<file path="src/rtl/fc_engine_param.sv">
// Fully-connected layer engine: streams one activation plus N_COL weights per beat
// into saturating per-lane accumulators and hands one result vector per job downstream.
module fc_engine_param #(
  parameter int N_COL = 4,
  parameter int KW    = 8,
  parameter int DW    = 4,
  parameter int ACC_W = 44,
  parameter int CNT_W = 7
) (
  input  logic                     clk,
  input  logic                     rst_fsm,
  input  logic                     start,
  input  logic [CNT_W:0]           n_in,
  input  logic                     relu_en,
  input  logic [N_COL-1:0]         ckg_cmask,
  input  logic                     in_valid,
  output logic                     in_ready,
  input  logic [DW-1:0]            i_data,
  input  logic [N_COL*KW-1:0]      i_kernel,
  output logic                     out_valid,
  input  logic                     out_ready,
  output logic [N_COL*ACC_W-1:0]   o_data,
  output logic                     busy,
  output logic                     done,
  output logic [CNT_W-1:0]         cnt,
  output logic [1:0]               state_dbg
);

  localparam int PW = KW + DW + 1;
  localparam int SW = ACC_W + 1;
  localparam logic signed [ACC_W-1:0] ACC_MAX = {1'b0, {(ACC_W-1){1'b1}}};
  localparam logic signed [ACC_W-1:0] ACC_MIN = {1'b1, {(ACC_W-1){1'b0}}};

  typedef enum logic [1:0] {
    S_IDLE = 2'd0,
    S_ACC  = 2'd1,
    S_OUT  = 2'd2
  } state_t;

  state_t state;
  state_t state_nxt;

  logic [CNT_W:0]          n_lat;
  logic                    relu_lat;
  logic [N_COL-1:0]        mask_lat;
  logic signed [ACC_W-1:0] acc     [N_COL];
  logic signed [ACC_W-1:0] acc_nxt [N_COL];
  logic signed [ACC_W-1:0] res     [N_COL];
  logic signed [PW-1:0]    prod    [N_COL];
  logic signed [SW-1:0]    sum     [N_COL];
  logic                    job_go;
  logic                    beat;
  logic                    last_beat;

  // Handshakes: a beat transfers on the rising edge where in_valid && in_ready,
  // a result on the edge where out_valid && out_ready; neither ready depends on its valid.
  assign beat      = in_valid && (state == S_ACC);
  assign last_beat = ({1'b0, cnt} == (n_lat - (CNT_W+1)'(1)));
  assign state_dbg = state;

  always_ff @(posedge clk) begin
    if (!rst_fsm) state <= S_IDLE;
    else          state <= state_nxt;
  end

  always_comb begin
    state_nxt = state;
    in_ready  = 1'b0;
    out_valid = 1'b0;
    busy      = 1'b0;
    done      = 1'b0;
    job_go    = 1'b0;
    unique case (state)
      S_IDLE: begin
        if (start && (n_in != '0)) begin
          job_go    = 1'b1;
          state_nxt = S_ACC;
        end
      end
      S_ACC: begin
        in_ready = 1'b1;
        busy     = 1'b1;
        if (in_valid && last_beat) state_nxt = S_OUT;
      end
      S_OUT: begin
        out_valid = 1'b1;
        busy      = 1'b1;
        if (out_ready) begin
          done      = 1'b1;
          state_nxt = S_IDLE;
        end
      end
      default: state_nxt = S_IDLE;
    endcase
  end

  // One guard bit above the accumulator detects overflow; the clamped value is what gets stored.
  always_comb begin
    for (int c = 0; c < N_COL; c++) begin
      prod[c] = PW'($signed(i_kernel[c*KW +: KW])) * PW'($signed({1'b0, i_data}));
      sum[c]  = SW'(acc[c]) + SW'(prod[c]);
      if (sum[c][SW-1] != sum[c][SW-2]) acc_nxt[c] = sum[c][SW-1] ? ACC_MIN : ACC_MAX;
      else                              acc_nxt[c] = sum[c][ACC_W-1:0];
      if (mask_lat[c]) acc_nxt[c] = '0;
      res[c] = (mask_lat[c] || (relu_lat && acc_nxt[c][ACC_W-1])) ? '0 : acc_nxt[c];
    end
  end

  always_ff @(posedge clk) begin
    if (!rst_fsm) begin
      for (int c = 0; c < N_COL; c++) acc[c] <= '0;
      o_data   <= '0;
      cnt      <= '0;
      n_lat    <= '0;
      relu_lat <= 1'b0;
      mask_lat <= '0;
    end else if (job_go) begin
      for (int c = 0; c < N_COL; c++) acc[c] <= '0;
      n_lat    <= n_in;
      relu_lat <= relu_en;
      mask_lat <= ckg_cmask;
      cnt      <= '0;
    end else if (beat) begin
      for (int c = 0; c < N_COL; c++) acc[c] <= acc_nxt[c];
      if (last_beat) begin
        cnt <= '0;
        // Result is captured from the post-beat value so OUT is entered on this same edge.
        for (int c = 0; c < N_COL; c++) o_data[c*ACC_W +: ACC_W] <= res[c];
      end else begin
        cnt <= cnt + CNT_W'(1);
      end
    end
  end

endmodule

</file>
<file path="config.mk">
export PLATFORM = sky130hd
export DESIGN_NAME = fc_engine_param
export DESIGN_NICKNAME = d
export VERILOG_FILES = /design/src/rtl/fc_engine_param.sv
export SDC_FILE = /design/constraint.sdc
export NUM_CORES = 2
export LEC_CHECK = 0
export ABC_AREA = 0
export ABC_CLOCK_PERIOD_IN_PS = 7370
export BUFFER_PORTS_ARGS = -buffer_cell sky130_fd_sc_hd__buf_2
export CAP_MARGIN = 0
export CORE_MARGIN = 1.5
export CORE_UTILIZATION = 47
export CTS_CLUSTER_SIZE = 8
export DETAILED_ROUTE_END_ITERATION = 7
export GPL_TIMING_DRIVEN = 0
export HOLD_SLACK_MARGIN = 0.03
export PLACE_DENSITY = 0.67
export SLEW_MARGIN = 20
export SYNTH_ARGS = -nofsm -noshare
export SYNTH_HDL_FRONTEND = slang
export SYNTH_SLANG_ARGS = --single-unit
</file>
<file path="constraint.sdc">
create_clock -name clk -period 7.37 [get_ports clk]
set_clock_uncertainty 0.1 [all_clocks]
set_input_delay 0.737 -clock clk [delete_from_list [all_inputs] [get_ports clk]]
set_output_delay 0.737 -clock clk [all_outputs]
set_load 0.005 [all_outputs]
</file>
=== Word-level counts from Yosys, hierarchy flattened ===
Memories as Yosys holds them, arrays and structs flattened.
Index checks and enable logic that the tools add are counted.

* $add $sub $neg: 6
* Multipliers: 4
* Equality and inequality tests: 10
* Multiplexer cells: 44
* Bitwise gates (word level): 10
* Reduce and logical (&&, ||, !) cells: 17

{| class="wikitable"
|+ Operator list
! cell !! number
|-
| 44-bit two-way mux || 24
|-
| 44-bit by 13-bit adder with 45-bit output || 4
|-
| 8-bit by 5-bit multiplier with 13-bit output || 4
|-
| 1-bit two-way mux || 15
|-
| 7-bit by 8-bit equality test with 1-bit output || 1
|-
| 1-bit bitwise OR || 8
|-
| 8-bit nonzero test || 1
|-
| 8-bit by 1-bit subtractor with 8-bit output, second input constant || 1
|-
| 7-bit by 1-bit adder with 7-bit output, second input constant || 1
|-
| 1-bit logical AND || 7
|-
| 7-bit two-way mux || 1
|-
| 2-bit two-way mux || 3
|-
| 2-bit case mux with 3 select lines || 1
|-
| 3-bit AND reduction || 2
|-
| 1-bit logical OR || 4
|-
| 1-bit != test || 4
|-
| 2-bit != test, second input constant || 2
|-
| 2-bit OR reduction || 2
|-
| 2-bit by 1-bit equality test with 1-bit output, second input constant || 1
|-
| 2-bit equality test, second input constant || 1
|-
| 2-bit logical NOT || 1
|-
| 2-bit by 1-bit != test with 1-bit output, second input constant || 1
|-
| 1-bit NOT || 2
|}

* Bits in registers: 198
* RAM bits: 176
* Input bits: 54
* Output and inout bits: 189
* Logic and storage cells: 98
* Memories kept: 1

{| class="wikitable"
|+ Memory list
! memory !! words !! bits a word !! rd ports !! clocked after Yosys merged registers in !! write ports !! line !! source
|-
| acc || 4 || 44 || 4 || 0 || 4 || 46 || <nowiki>logic signed [ACC_W-1:0] acc [N_COL];</nowiki>
|}

=== Logic depth before layout (Yosys ltp) ===
* Depth after elaboration: 9
* Depth in mapped cells: 22

=== Worst setup path after synthesis ===
No wires, ideal clock.

* Path type: input-to-reg
* Start: in i_data[0]
* End: mem acc[0][10], data pin
* Library setup time: 0.265 ns
* Arrival: 6.605 ns
* Required time: 7.005 ns
* Path slack: 0.400 ns
* Stages: 20
* Path through: clkbuf_1 -> nand2_1 -> inv_1 -> fa_1 -> ha_1 -> inv_1 -> fa_1 -> inv_1 -> ha_1 -> clkbuf_1 -> nand3_1 -> or4_1 -> or3_1 -> o32ai_2 -> o31ai_2 -> mux2_4 -> nor2_8 -> o21ai_1 -> clkbuf_1 -> nor2_1

{| class="wikitable"
|+ RTL lines
! item !! line !! source
|-
| from (decl) || 18 || <nowiki>input logic [DW-1:0] i_data,</nowiki>
|-
| to (decl) || 46 ||
|}

==> results.toml <==
[global_routing]
grt_pass1_wl_um = 153000
grt_max_degree = 54
grtUsageTotal_pct = 24.4
grt_overflow = 0
antenna_found_initial = 22
grt_pass1_vias = 29253

[setup_path]
cp.required_ns = 7.62
start_kind = "primary input"
cp-end-kind = "flop"
worstSetupPathType = "in -> reg"
cp_top_family = "adder cells"
crit_fanout = 19
cpPeakStageDelay_ns = 0.53
path_buf_inv = 8
cp_common_cell = "inv_1"
crit_slowest_cell = "fa_1"
arrival_ns = 7.22
crit_chain = "buf_2 -> and2_4 -> buf_12 -> inv_1 -> fa_1 -> inv_1 -> fa_1 -> inv_1 -> fa_1 -> inv_1 -> ha_1 -> o21a_1 -> o211ai_1 -> a211oi_1 -> nor3_2 -> nor4b_2 -> a311oi_2 -> o31ai_2 -> xor2_2 -> a211o_1 -> buf_2 -> buf_2 -> nor2_1"
critPathLaunch = "i_data[1]"
reg2reg_from = "acc[1][10]"

[power]
combPwrFrac_pct = 64.4
p_per_area_nw_per_um2 = 331
internal_power_mw = 6.85
clkPwrFrac_pct = 18.2
seqPwrFrac_pct = 17.4
p_switching_mw = 6.75
p_sw_share_pct = 49.6
p_leak_nw = 20.6
vdd_drop_max_mv = 0.394

[routing]
wirelength_um = 95700
drt_iter0_drc = 1735
vias = 29238
postRouteAntennaNets = 0
vias_per_cell = 5.15
drc_errors = 0
firstDrtPassIters = 6
routedWlPerCell_um = 16.8

[timing]
rsz0062_at_grt = "no"
finalMaxSlewViolations = 0
slew_headroom_pct = 35.7
period_minus_slack_ns = 6.97
setup_viol_count_final = 0
setup_ws_ns = 0.396
max_freq_ghz = 0.143
period_share_pct = 94.6
hold_viol = 0
hold_ws_ns = 0.299
worst_slew_pin_slew_ns = 0.960

[clock_network]
clock_tree.root_cell = "clkbuf_16"
cts_buffer_depth = 3
cts_max_level = 2
cts_made_buffers = 55
clock_sinks = 374
clock_latency_ns = 0.63
cts_tree = "yes"
postCtsSetupBuffers = 0
cts.clk_slew.worst_paths_ns = 0.05

[floorplanning]
ios = 243
floorplan.die_area_um2 = 79500
core_um2 = 77200
die_h_um = 282
initial_core_util_pct = 47.4
rows = 102
chipWidth_um = 282

[synth]
ys.warnings.count = 0
synth_area_leader_cell = "fa_1"
synth_nets = 5047
synth_common_cells = "inv_1 (887), nand2_1 (401), fa_1 (368)"
yosysMostFrequentCell = "inv_1"
ys_types = 87
synth_top_area_share_pct = 20.1
synth_edf_count = 132
synth-seq-cells = 374
yosysSeqAreaShare_pct = 24.1
synth_area_um2 = 36600
synthCells = 4271
synth_flop_cell = "dfxtp_1"
syn_avg_cell_area_um2 = 8.56
async_reset_ff_share_pct = 0
yosys-top-cells-area = "fa_1 (20%), dfxtp_1 (13%), ha_1 (12%), edfxtp_1 (11%), inv_1 (9.1%)"

[worst_hold_path]
hold_class = "in -> reg"
min_from = "ckg_cmask[1]"

[cells_and_area]
fillerInstances = 7245
area_growth_pct = 12.5
final_core_util_pct = 53.3
num-nets-final = 5355
layout-drive-gt1-share_pct = 9.48
stdcell_count = 5679
final_area_um2 = 41100

[place]
dpl_cell_area_um2 = 39400
routabilityCongestion = 0.911
place_hpwl_um = 77100
port_buffers = 241
placed_cells = 5563
pre_cts_ws_ns = -1.21

[job]
maxCapViolCount = 0

[run_status]
status = "finished, final reports clean"
[flip-flops by register name, summed over array words and instances (netlist names)]
| name | cells |
|---|---|
| acc | 176 |
| o_data | 176 |
| n_lat | 8 |
| mask_lat | 4 |
| state_dbg | 2 |
| relu_lat | 1 |
| cnt | 7 |
[layer usage]
metal | vias up | routed length [um] | GRT usage, %
li1 | 14363 | - | -
met1 | 14067 | 41900 | 32.3
met2 | 630 | 44500 | 40.6
met3 | 164 | 6190 | 4.38
met4 | 14 | 3000 | 7.68
met5 | - | 90 | 0
[power by group through the flow]
stage	Sequential, mW	Combinational, mW	Clock (mW)
finish	2.37	8.75	2.48
global route	2.39	9.81	2.62
CTS	2.37	8.77	2.53
detailed placement	2.41	8.68	0
global placement	2.41	8.57	0
floorplan	2.40	6.55	0
[placed cells by master (no fill, tap or decap), types with 32 or more instances in the layout]
cell type / count
a21o_1: 80
xnor2_1: 106
xor2_1: 64
nand4_1: 39
inv_1: 881
o21ai_0: 230
fa_1: 368
and2_1: 88
clkbuf_1: 137
nor2_1: 357
a21oi_1: 208
edfxtp_1: 132
nand3_1: 49
o21bai_1: 37
clkbuf_16: 57
o21ai_1: 81
buf_2: 265
nor3_1: 32
nand2_1: 400
ha_1: 354
dfxtp_1: 242
[logic make-up after synthesis]
family / after synthesis / synth area share [%]
DFF: 374 / 24.1
xor gates and xnor gates: 174 / 4.28
buffers and inverters: 1030 / 10.8
adders and majority gates: 722 / 32.3
muxes: 12 / 0.352
and+or+nand+nor: 1125 / 14.4
AOI/OAI and AO/OA: 834 / 13.8
[worst min-delay path: stages]
cell and delay (ns):
buf_2 0.08, mux2i_1 0.05, nor2b_1 0.10
[cell type report]
| class | instances | area (um2) | share of cell area [%] |
|---|---|---|---|
| multi-input cells | 2867 | 23900 | 58.0 |
| diodes | 17 | 42.5 | 0.103 |
| inverters | 888 | 3360 | 8.17 |
| flip-flops and latches | 374 | 8810 | 21.4 |
| repair buffers | 252 | 1470 | 3.58 |
| plain buffers | 141 | 613 | 1.49 |
| well taps | 1040 | 1300 | 3.16 |
| clock buffers | 96 | 1620 | 3.95 |
| clock inverters | 4 | 35.0 | 0.0852 |
[worst paths after layout]
path | endpoint | slack [ns] | depth (start not counted)
min | mask_lat[1] | 0.30 | 3
max | acc[1][5] | 0.40 | 23
min reg2reg | o_data[67] | 0.34 | 2
max reg2reg | acc[1][5] | 1.28 | 20
[timing repair]
action	4_1_cts	5_1_grt
gates resized for setup	1	12
endpoints found under the setup margin	257	243
hold buffers	0	0
[stage by stage]
stage | power [mW] | TNS [ns]
after global routing | 14.8 | 0
final | 13.6 | 0
after CTS | 13.7 | 0
after global placement | 11.0 | -664.33
after floorplan | 8.95 | 0
after detailed placement | 11.1 | -286.96
(Power assumes the default switching activity.)
